## config.mk

```make
export PLATFORM = sky130hd
export DESIGN_NAME = clause_scheduler_flat
export DESIGN_NICKNAME = d
export VERILOG_FILES = /design/src/rtl/clause_scheduler_pkg.sv /design/src/rtl/clause_scheduler_if.sv /design/src/rtl/clause_scheduler_memory.sv /design/src/rtl/clause_scheduler.sv /design/src/flat_wrapper.sv
export SDC_FILE = /design/constraint.sdc
export NUM_CORES = 1
export LEC_CHECK = 0
export CAP_MARGIN = 20
export CORE_AREA = 2 2 95 143
export DETAILED_ROUTE_END_ITERATION = 10
export DIE_AREA = 0 0 97 145
export DONT_BUFFER_PORTS = 1
export GPL_ROUTABILITY_DRIVEN = 0
export HOLD_SLACK_MARGIN = 0.08
export PLACE_DENSITY = 0.74
export SYNTH_ARGS = -nofsm -noshare
export SYNTH_HDL_FRONTEND = slang
export SYNTH_SLANG_ARGS = --single-unit
export TNS_END_PERCENT = 100
```

## constraint.sdc

```tcl
create_clock -name in_clk -period 7.7 [get_ports in_clk]
set_input_delay 2.31 -clock in_clk [delete_from_list [all_inputs] [get_ports in_clk]]
set_output_delay 2.31 -clock in_clk [all_outputs]
set_load 0.01 [all_outputs]
```

## src/rtl/clause_scheduler_pkg.sv

```systemverilog
// Shared types and constants for the clause scheduler: FSM states, clause record
// sizing and the boolean literal encodings understood by the one-clause checker.
package clause_scheduler_pkg;

    typedef enum logic [1:0] {
        ST_IDLE,
        ST_ISSUE,
        ST_WAIT,
        ST_DONE
    } state_t;

    // Literal code: bit1 = literal present, bit0 = value the variable must take.
    localparam logic [1:0] NOT_EXIST  = 2'b00;
    localparam logic [1:0] EXIST_ZERO = 2'b10;
    localparam logic [1:0] EXIST_ONE  = 2'b11;

    // Record = integer coefficients plus bias, then 2-bit boolean literal codes.
    function automatic int clause_record_width(input int icw, input int iv, input int bv);
        return ((1 << iv) + 1) * icw + (1 << bv) * 2;
    endfunction

endpackage

```

## src/rtl/clause_scheduler_if.sv

```systemverilog
// Link between the clause scheduler (master) and a single one-clause checker (slave).
interface clause_scheduler_if #(
    parameter int INT_W  = 12,
    parameter int BOOL_W = 4
);
    logic              out_chk_enable;
    logic [INT_W-1:0]  out_chk_int_coeffs;
    logic [BOOL_W-1:0] out_chk_bool_coeffs;
    logic              in_chk_ready;
    logic              in_chk_satisfied;

    modport master (
        output out_chk_enable, out_chk_int_coeffs, out_chk_bool_coeffs,
        input  in_chk_ready, in_chk_satisfied
    );

    modport slave (
        input  out_chk_enable, out_chk_int_coeffs, out_chk_bool_coeffs,
        output in_chk_ready, in_chk_satisfied
    );
endinterface

```

## src/rtl/clause_scheduler_memory.sv

```systemverilog
// Clause record register file: one synchronous write port, one combinational read
// port, contents deliberately left unreset.
module clause_memory #(
    parameter int ADDR_W = 3,
    parameter int DATA_W = 16
) (
    input  logic              in_clk,
    input  logic              wr_en,
    input  logic [ADDR_W-1:0] wr_addr,
    input  logic [DATA_W-1:0] wr_data,
    input  logic [ADDR_W-1:0] rd_addr,
    output logic [DATA_W-1:0] rd_data
);
    localparam int DEPTH = 1 << ADDR_W;

    logic [DATA_W-1:0] mem_reg [DEPTH];

    for (genvar gi = 0; gi < DEPTH; gi++) begin : g_slot
        always_ff @(posedge in_clk) begin
            if (wr_en && wr_addr == ADDR_W'(gi)) begin
                mem_reg[gi] <= wr_data;
            end
        end
    end

    assign rd_data = mem_reg[rd_addr];
endmodule

```

## src/rtl/clause_scheduler.sv

```systemverilog
// Walks the stored clauses through one checker, collecting per-clause verdicts,
// the unsatisfied count and the lowest unsatisfied index for the MCMC loop.
module clause_scheduler
    import clause_scheduler_pkg::*;
#(
    parameter int MAXIMUM_BIT_WIDTH_OF_INTEGER_COEFFICIENT    = 4,
    parameter int MAXIMUM_BIT_WIDTH_OF_INTEGER_VARIABLE_INDEX = 1,
    parameter int MAXIMUM_BIT_WIDTH_OF_BOOLEAN_VARIABLE_INDEX = 1,
    parameter int MAXIMUM_BIT_WIDTH_OF_CLAUSES_INDEX          = 3,
    parameter int CHECKER_TIMEOUT                             = 4,
    localparam int ICW    = MAXIMUM_BIT_WIDTH_OF_INTEGER_COEFFICIENT,
    localparam int IV     = MAXIMUM_BIT_WIDTH_OF_INTEGER_VARIABLE_INDEX,
    localparam int BV     = MAXIMUM_BIT_WIDTH_OF_BOOLEAN_VARIABLE_INDEX,
    localparam int CI     = MAXIMUM_BIT_WIDTH_OF_CLAUSES_INDEX,
    localparam int INT_W  = ((1 << IV) + 1) * ICW,
    localparam int BOOL_W = (1 << BV) * 2,
    localparam int DEPTH  = 1 << CI
) (
    input  logic                      in_clk,
    input  logic                      in_reset,
    input  logic                      in_wr_en,
    input  logic [CI-1:0]             in_wr_addr,
    input  logic [INT_W-1:0]          in_wr_int_coeffs,
    input  logic [BOOL_W-1:0]         in_wr_bool_coeffs,
    input  logic [CI:0]               in_num_clauses,
    input  logic                      in_start,
    clause_scheduler_if.master        chk,
    output logic                      out_busy,
    output logic                      out_done,
    output logic [DEPTH-1:0]          out_sat_vector,
    output logic [CI:0]               out_unsat_count,
    output logic [CI-1:0]             out_first_unsat_index,
    output logic                      out_all_satisfied,
    output logic                      out_timeout
);
    localparam int REC_W = clause_record_width(ICW, IV, BV);
    localparam int CNT_W = CI + 1;
    localparam int TO_W  = $clog2(CHECKER_TIMEOUT + 1);

    state_t              state_reg;
    logic [CI-1:0]       k_reg;
    logic [CNT_W-1:0]    count_reg;
    logic [TO_W-1:0]     timeout_cnt_reg;
    logic                chk_enable_reg;
    logic [INT_W-1:0]    chk_int_reg;
    logic [BOOL_W-1:0]   chk_bool_reg;
    logic                busy_reg;
    logic                done_reg;
    logic [DEPTH-1:0]    sat_vector_reg;
    logic [CNT_W-1:0]    unsat_count_reg;
    logic [CI-1:0]       first_unsat_reg;
    logic                all_sat_reg;
    logic                timeout_reg;

    logic                wr_accept;
    logic [REC_W-1:0]    wr_record;
    logic [CI-1:0]       rd_addr;
    logic [REC_W-1:0]    rd_data;
    logic [REC_W-1:0]    fetch_record;
    logic [CNT_W-1:0]    eff_count;
    logic [TO_W-1:0]     timeout_cnt_next;

    // The memory is frozen whenever a pass is in flight.
    assign wr_accept = in_wr_en && (state_reg == ST_IDLE);
    assign wr_record = {in_wr_bool_coeffs, in_wr_int_coeffs};
    assign rd_addr   = (state_reg == ST_IDLE) ? '0 : k_reg + CI'(1);

    // A write landing on the same edge as in_start must be seen by the first fetch.
    assign fetch_record = (wr_accept && in_wr_addr == rd_addr) ? wr_record : rd_data;

    assign eff_count = (in_num_clauses > CNT_W'(DEPTH)) ? CNT_W'(DEPTH) : in_num_clauses;
    assign timeout_cnt_next = timeout_cnt_reg + TO_W'(1);

    clause_memory #(
        .ADDR_W (CI),
        .DATA_W (REC_W)
    ) u_clause_memory (
        .in_clk  (in_clk),
        .wr_en   (wr_accept),
        .wr_addr (in_wr_addr),
        .wr_data (wr_record),
        .rd_addr (rd_addr),
        .rd_data (rd_data)
    );

    always_ff @(posedge in_clk or posedge in_reset) begin
        if (in_reset) begin
            state_reg       <= ST_IDLE;
            k_reg           <= '0;
            count_reg       <= '0;
            timeout_cnt_reg <= '0;
            chk_enable_reg  <= 1'b0;
            chk_int_reg     <= '0;
            chk_bool_reg    <= '0;
            busy_reg        <= 1'b0;
            done_reg        <= 1'b0;
            sat_vector_reg  <= '0;
            unsat_count_reg <= '0;
            first_unsat_reg <= '0;
            all_sat_reg     <= 1'b0;
            timeout_reg     <= 1'b0;
        end else begin
            case (state_reg)
                ST_IDLE: begin
                    done_reg <= 1'b0;
                    if (in_start) begin
                        sat_vector_reg  <= '0;
                        unsat_count_reg <= '0;
                        first_unsat_reg <= '0;
                        all_sat_reg     <= 1'b0;
                        timeout_reg     <= 1'b0;
                        busy_reg        <= 1'b1;
                        k_reg           <= '0;
                        count_reg       <= eff_count;
                        timeout_cnt_reg <= '0;
                        if (eff_count == '0) begin
                            state_reg <= ST_DONE;
                        end else begin
                            state_reg      <= ST_ISSUE;
                            chk_enable_reg <= 1'b1;
                            chk_int_reg    <= fetch_record[INT_W-1:0];
                            chk_bool_reg   <= fetch_record[REC_W-1:INT_W];
                        end
                    end
                end
                ST_ISSUE: begin
                    chk_enable_reg  <= 1'b0;
                    timeout_cnt_reg <= '0;
                    state_reg       <= ST_WAIT;
                end
                ST_WAIT: begin
                    if (chk.in_chk_ready) begin
                        sat_vector_reg[k_reg] <= chk.in_chk_satisfied;
                        if (!chk.in_chk_satisfied) begin
                            unsat_count_reg <= unsat_count_reg + CNT_W'(1);
                            if (unsat_count_reg == '0) begin
                                first_unsat_reg <= k_reg;
                            end
                        end
                        if ({1'b0, k_reg} == count_reg - CNT_W'(1)) begin
                            state_reg <= ST_DONE;
                        end else begin
                            k_reg          <= k_reg + CI'(1);
                            state_reg      <= ST_ISSUE;
                            chk_enable_reg <= 1'b1;
                            chk_int_reg    <= fetch_record[INT_W-1:0];
                            chk_bool_reg   <= fetch_record[REC_W-1:INT_W];
                        end
                    end else if (timeout_cnt_next == TO_W'(CHECKER_TIMEOUT)) begin
                        timeout_reg <= 1'b1;
                        state_reg   <= ST_DONE;
                    end else begin
                        timeout_cnt_reg <= timeout_cnt_next;
                    end
                end
                ST_DONE: begin
                    done_reg    <= 1'b1;
                    all_sat_reg <= (unsat_count_reg == '0) && !timeout_reg;
                    busy_reg    <= 1'b0;
                    state_reg   <= ST_IDLE;
                end
                default: state_reg <= ST_IDLE;
            endcase
        end
    end

    assign chk.out_chk_enable      = chk_enable_reg;
    assign chk.out_chk_int_coeffs  = chk_int_reg;
    assign chk.out_chk_bool_coeffs = chk_bool_reg;
    assign out_busy                = busy_reg;
    assign out_done                = done_reg;
    assign out_sat_vector          = sat_vector_reg;
    assign out_unsat_count         = unsat_count_reg;
    assign out_first_unsat_index   = first_unsat_reg;
    assign out_all_satisfied       = all_sat_reg;
    assign out_timeout             = timeout_reg;
endmodule

```

## src/flat_wrapper.sv

```systemverilog
// flat-port wrapper written by rule: the top's interface ports become plain ports
module clause_scheduler_flat import clause_scheduler_pkg::*;
#(
    parameter int MAXIMUM_BIT_WIDTH_OF_INTEGER_COEFFICIENT    = 4,
    parameter int MAXIMUM_BIT_WIDTH_OF_INTEGER_VARIABLE_INDEX = 1,
    parameter int MAXIMUM_BIT_WIDTH_OF_BOOLEAN_VARIABLE_INDEX = 1,
    parameter int MAXIMUM_BIT_WIDTH_OF_CLAUSES_INDEX          = 3,
    parameter int CHECKER_TIMEOUT                             = 4,
    localparam int ICW    = MAXIMUM_BIT_WIDTH_OF_INTEGER_COEFFICIENT,
    localparam int IV     = MAXIMUM_BIT_WIDTH_OF_INTEGER_VARIABLE_INDEX,
    localparam int BV     = MAXIMUM_BIT_WIDTH_OF_BOOLEAN_VARIABLE_INDEX,
    localparam int CI     = MAXIMUM_BIT_WIDTH_OF_CLAUSES_INDEX,
    localparam int INT_W  = ((1 << IV) + 1) * ICW,
    localparam int BOOL_W = (1 << BV) * 2,
    localparam int DEPTH  = 1 << CI
)
  (in_clk, in_reset, in_wr_en, in_wr_addr, in_wr_int_coeffs, in_wr_bool_coeffs, in_num_clauses, in_start, out_busy, out_done, out_sat_vector, out_unsat_count, out_first_unsat_index, out_all_satisfied, out_timeout, chk_out_chk_enable, chk_out_chk_int_coeffs, chk_out_chk_bool_coeffs, chk_in_chk_ready, chk_in_chk_satisfied);
  clause_scheduler_if #(.INT_W(12), .BOOL_W(4)) chk_i ();
  input  logic in_clk;
  input  logic in_reset;
  input  logic in_wr_en;
  input  logic [CI-1:0] in_wr_addr;
  input  logic [INT_W-1:0] in_wr_int_coeffs;
  input  logic [BOOL_W-1:0] in_wr_bool_coeffs;
  input  logic [CI:0] in_num_clauses;
  input  logic in_start;
  output logic out_busy;
  output logic out_done;
  output logic [DEPTH-1:0] out_sat_vector;
  output logic [CI:0] out_unsat_count;
  output logic [CI-1:0] out_first_unsat_index;
  output logic out_all_satisfied;
  output logic out_timeout;
  output wire logic [$bits(chk_i.out_chk_enable)-1:0] chk_out_chk_enable;
  output wire logic [$bits(chk_i.out_chk_int_coeffs)-1:0] chk_out_chk_int_coeffs;
  output wire logic [$bits(chk_i.out_chk_bool_coeffs)-1:0] chk_out_chk_bool_coeffs;
  input wire logic [$bits(chk_i.in_chk_ready)-1:0] chk_in_chk_ready;
  input wire logic [$bits(chk_i.in_chk_satisfied)-1:0] chk_in_chk_satisfied;
  assign chk_out_chk_enable = chk_i.out_chk_enable;
  assign chk_out_chk_int_coeffs = chk_i.out_chk_int_coeffs;
  assign chk_out_chk_bool_coeffs = chk_i.out_chk_bool_coeffs;
  assign chk_i.in_chk_ready = chk_in_chk_ready;
  assign chk_i.in_chk_satisfied = chk_in_chk_satisfied;
  clause_scheduler #(.MAXIMUM_BIT_WIDTH_OF_INTEGER_COEFFICIENT(MAXIMUM_BIT_WIDTH_OF_INTEGER_COEFFICIENT), .MAXIMUM_BIT_WIDTH_OF_INTEGER_VARIABLE_INDEX(MAXIMUM_BIT_WIDTH_OF_INTEGER_VARIABLE_INDEX), .MAXIMUM_BIT_WIDTH_OF_BOOLEAN_VARIABLE_INDEX(MAXIMUM_BIT_WIDTH_OF_BOOLEAN_VARIABLE_INDEX), .MAXIMUM_BIT_WIDTH_OF_CLAUSES_INDEX(MAXIMUM_BIT_WIDTH_OF_CLAUSES_INDEX), .CHECKER_TIMEOUT(CHECKER_TIMEOUT)) u_core (.in_clk(in_clk), .in_reset(in_reset), .in_wr_en(in_wr_en), .in_wr_addr(in_wr_addr), .in_wr_int_coeffs(in_wr_int_coeffs), .in_wr_bool_coeffs(in_wr_bool_coeffs), .in_num_clauses(in_num_clauses), .in_start(in_start), .chk(chk_i), .out_busy(out_busy), .out_done(out_done), .out_sat_vector(out_sat_vector), .out_unsat_count(out_unsat_count), .out_first_unsat_index(out_first_unsat_index), .out_all_satisfied(out_all_satisfied), .out_timeout(out_timeout));
endmodule
```

Word-level counts from Yosys, hierarchy flattened
Memories as Yosys holds them, arrays and structs flattened.
Index checks and enable logic that the tools add are counted.
Word-level totals
  memories kept: 1
  register bits: 48
  input bits: 29
  output and inout bits: 36
  bits in writable memories: 128
Memories
  u_core.u_clause_memory.mem_reg: depth 8, bits a word 16, read ports 1, clocked after memory_dff 0, wr ports 1, RTL line clause_scheduler_memory.sv:16  | logic [DATA_W-1:0] mem_reg [DEPTH];
Cells by class
  reduce and logical (&&, ||, !) cells: 38
  equality and inequality tests: 23
  order comparisons: 3
  add/subtract/negate cells: 4
  multiplexer cells: 90
Operators with widths (count)
  $mux W16: 8
  $reduce_or A16 Y1: 7
  $mux W12: 4
  $mux W3: 16
  $mux W1: 32
  $mux W4: 8
  $pmux W12 S2: 1
  $mux W8: 2
  $pmux W4 S2: 2
  $pmux W8 S2: 1
  $reduce_and A4 Y1: 4
  $eq A3 B3 Y1 const B: 5
  $reduce_and A5 Y1: 3
  $ne A2 B2 Y1 const B: 7
  $logic_and A1 B1 Y1: 12
  $pmux W3 S2: 2
  $mux W2: 5
  $pmux W3 S3: 1
  $bwmux W8: 1
  $logic_not A4 Y1: 2
  $pmux W1 S2: 4
  $pmux W2 S4: 1
  $add A3 B1 Y3 const B: 2
  $eq A3 B2 Y1 const B: 2
  21 further kinds: 26

Longest topological paths before layout
  depth after elaboration: 13
  gate-level depth with buffers: 10

By module
A second synthesis with hierarchy kept.
Second synthesis, totals
  cells, all modules: 444
  area, all modules: 7647.3 um^2
By module, submodules not included
  clause_memory: sequential area each 3843.7 um^2, times used 1, area each 4973.5 um^2, cells an instance 198
  clause_scheduler: sequential area each 1201.2 um^2, times used 1, area each 2673.8 um^2, cells an instance 246

Worst setup path before layout
No wires, ideal clock.
  path kind: input port to flip-flop
  from: in in_wr_addr[2]
  to: mem u_core.u_clause_memory.mem_reg[1][0], enable pin
  setup slack: 3.549 ns
  stages on the path: 2
  data arrival time: 3.738 ns
  library setup time: 0.413 ns
  path through: nand3b_1 -> nor3b_1
On the way
  cells in the longest elaborated chain, start to end: 12
Ends and longest elaborated chain
  from (decl): RTL line flat_wrapper.sv:22  | input logic [CI-1:0] in_wr_addr;
  $eq A3 B1 Y1: RTL line clause_scheduler_memory.sv:20  | if (wr_en && wr_addr == ADDR_W'(gi)) begin
  $logic_and A1 B1 Y1: RTL line clause_scheduler_memory.sv:20
  $mux W1: RTL line clause_scheduler_memory.sv:20
  $mux W1 (not written as such): RTL line clause_scheduler_memory.sv:21  | mem_reg[gi] <= wr_data;
  $reduce_or A16 Y1 (no line)
  $mux W3 (no line) or $mux W1 (tied branches) (7 in series)
  to (decl): RTL line clause_scheduler_memory.sv:16
Several ways; a longest one is shown, not always the timed one.

Worst setup path after layout
  from: in in_wr_addr[2]
  to: reg u_core.chk_int_reg[0], in the netlist u_core.chk.out_chk_int_coeffs[0]
On the way
  cells in the longest elaborated chain, start to end: 6
Ends and longest elaborated chain
  $eq A3 B3 Y1 (*): RTL line clause_scheduler.sv:69  | assign fetch_record = (wr_accept && in_wr_addr == rd_addr) ? wr_record : rd_data;
  $logic_and A1 B1 Y1 (*): RTL line clause_scheduler.sv:69
  $mux W16 (*): RTL line clause_scheduler.sv:69
  $mux W12, on equally long branches: RTL line clause_scheduler.sv:140, clause_scheduler.sv:116
  $mux W12, on equally long branches: RTL line clause_scheduler.sv:132, clause_scheduler.sv:106
  $pmux W12 S2 (*): RTL line clause_scheduler.sv:103  | case (state_reg)
  to (signal assigned): RTL line clause_scheduler.sv:121  | chk_int_reg <= fetch_record[INT_W-1:0];
  to (signal assigned): RTL line clause_scheduler.sv:146  | chk_int_reg <= fetch_record[INT_W-1:0];
  to (decl): RTL line clause_scheduler.sv:45  | logic [INT_W-1:0] chk_int_reg;
Every way passes the cells marked *; elsewhere a longest branch is shown, timed or not. The select of a mux whose other input is x is not followed.
A chain may end at the register's enable or synchronous reset.

==> flow_summary.yaml <==
route:
  via_count: 4399
  first_iter_violations: 319
  routed_wl_um: 15520
  vias_per_cell: 6.257
  firstDrtPassIters: 4
  wl_per_cell_um: 22.08
  route.detailed.drc: 0
  postRouteAntennaNets: 0
sta:
  finalCritPeriodShare: 0.5276
  worst_pin_slew_ns: 1.078
  slew_violations: 0
  rsz0062_at_grt: "no"
  finalSetupTns_ns: 0
  finalSetupViolations: 0
  max_freq_ghz: 0.2461
  slew_headroom: 0.2806
  layout_min_cycle_time_ns: 4.063
  clock_skew_ns: 0.007969
  hold_viol_final: 0
logic_synthesis:
  synth_edf_count: 128
  syn-cell-area_um2: 7516
  synth_fa_ha_area_frac: 0.01665
  synth_top_family_by_area: "compound AO/OA/AOI/OAI gates"
  ys_top_cells_by_count: "edfxtp_1, dfrtp_1, nor2_1"
  synth_cells: 531
  synth.most_common_cell: "edfxtp_1"
  syn_avg_cell_area_um2: 14.15
  synth_compound_area_frac: 0.1062
  synth_largest_type_area_fraction: 0.5114
  synth_warnings: 0
  netlist.top_cell.by_area: "edfxtp_1"
  yosysSeqAreaShare: 0.6712
  ys_ff_latch: 176
  yosys-top-cells-area: "edfxtp_1, dfrtp_1, mux4_2, nor2_1, mux2_4"
  async_reset_ff_frac: 0.2727
  synth_xor_area_frac: 0.008990
  synth_simple_gate_area_frac: 0.07574
  muxShareOfSynthArea: 0.08823
  synth_fp_nets: 570
  ys.flop_type: "edfxtp_1"
  ys_types: 49
grt:
  grt_remaining_overflow: 0
  grt_antenna_before_repair: 0
  grt_pass1_vias: 4721
  grt_pass1_wl_um: 24720
  grt_max_degree: 49
  track_usage: 0.2305
worst_setup_path:
  critPathTopFamily: "simple AND/OR/NAND/NOR gates"
  cp_slowest_cell: "or3_1"
  start_kind: "input pin"
  critPathLaunch: "in_wr_addr[2]"
  arrival_ns: 4.37
  cpPeakStageDelay_ns: 0.70
  critPathBufInv: 2
  crit_fanout: 32
  cp-end-kind: "flop"
  worstPathCellList: "nand3b_1, or3_1, clkinv_1, buf_4, a211oi_1, a21oi_1, mux2_1"
  reg2reg_from: "u_core.state_reg[0]"
  critical_path_class: "in -> reg"
  cp_data_required_time_ns: 8.01
finish:
  nets: 570
  multi_input_area_um2: 2285
  fillers: 875
  antennaDiodeCount: 0
  area_growth_syn_to_layout_pct: 11.40
  stdcell_count: 703
  largest_reg_flops: 128
  seq_area_um2: 5045
  drive_above_1_share: 0.1581
floorplanning:
  io_pins: 65
  start_util: 0.5860
  die_height_um: 145
  fp.dieW_um: 97
  core_region_area_um2: 12830
  rows: 51
  die_area_um2: 14070
clocking:
  htree_levels: 4
  ctsResizeCount: 0
  holdBufCountCts: 0
  numCtsBuffers: 17
  cts_setup_buffers: 0
  clk_pin_slew_ns: 0.07
  cts_tree: "done"
  clk_latency_ns: 0.43
  clock_path_buffers: 2
  root_buffer: "clkbuf_16"
  cts.sinks: 176
pwr:
  power_density_nw_per_um2: 383.7
  ir_drop_mv: 0.2509
  p_leak_nw: 3.019
flow_run:
  max_cap_viol_count: 0
worst_hold_path:
  hp-start: "u_core.count_reg[1]"
  hold_class: "reg -> reg"
placement:
  place_hpwl_um: 9460
  numPortBuffers: 0
  dp.cells: 670
run_status:
  outcome: "completed"
## placed cells by master, fill, tap and decap left out, drive strengths merged, types with 3 or more instances in the layout
cell type and n:
a22oi 17, o21ai 26, ha 10, nand2b 8
edfxtp 128, a31oi 6, xor2 5, o31ai 3
buf 7, nor2 43, mux4 16, nand3 8
a211oi 15, clkinv 3, mux2 20, nor3 7
dfrtp 48, a21oi 25, nand2 30, or3 3
bufinv 4, nand3b 8, mux2i 4, a2111oi 15
inv 41, o22ai 6, clkbuf 17, nor3b 4
## final cells by class
| cell class | count | share of cell area |
|---|---|---|
| multi-input combinational | 294 | 0.2729 |
| clock buffer | 17 | 0.05081 |
| tap | 159 | 0.02376 |
| inverter | 35 | 0.01569 |
| sequential | 176 | 0.6025 |
| clock inverter | 15 | 0.02660 |
| timing repair buffer | 7 | 0.007770 |
## report_power, final
group / leakage, nW / switching, mW / total, mW / internal [mW]
clock: 0.314 / 0.383 / 0.939 / 0.556
sequential: 1.78 / 0.140 / 1.28 / 1.14
combinational: 0.931 / 0.566 / 0.993 / 0.428
total: 3.02 / 1.09 / 3.21 / 2.12
## per-layer routing
layer  part of all wire  global-route usage
met1               0.37              0.2553
met4              0.016              0.1035
met3              0.061             0.06503
met2               0.55              0.4087
met5                  0                   0
## tightest hold or removal path, stage by stage, from the launching register on
cell and delay (ns):
dfrtp_1 0.38, nand2_1 0.05, o21ai_0 0.06
## kinds of logic after synthesis
logic type               after synthesis
AND/OR/NAND/NOR                      118
multiplexers                          40
flip-flops                           176
AO/OA/AOI/OAI                        120
buffers and inverters                 61
XOR/XNOR                               6
adder cells (fa/ha/maj)               10
## per-stage QoR
stage | util | worst slack, ns | hold WS (ns) | instance area, um^2 | power [mW]
floorplan | - | 3.549 | 0.4723 | 7516 | 2.042
global placement | 0.6007 | 3.441 | 0.4943 | 7705 | 2.238
detailed placement | 0.6007 | 3.317 | 0.5138 | 7705 | 2.296
CTS | 0.6513 | 3.696 | 0.5291 | 8353 | 3.226
global route | 0.6528 | 3.557 | 0.5693 | 8373 | 3.377
finish | 0.6528 | 3.637 | 0.5301 | 8373 | 3.213
## final timing paths
check | to | slack, ns | cells after the start
max in group asynchronous | u_core.chk.out_chk_int_coeffs[11] | 5.54 | 2
max | u_core.chk.out_chk_int_coeffs[0] | 3.64 | 7
max reg2reg | u_core.chk.out_chk_int_coeffs[0] | 4.56 | 9
min reg2reg | u_core.count_reg[1] | 0.53 | 2
min in group asynchronous | u_core.out_sat_vector[1] | 1.67 | 1
min | u_core.count_reg[1] | 0.53 | 2
(Power assumes the default switching activity.)
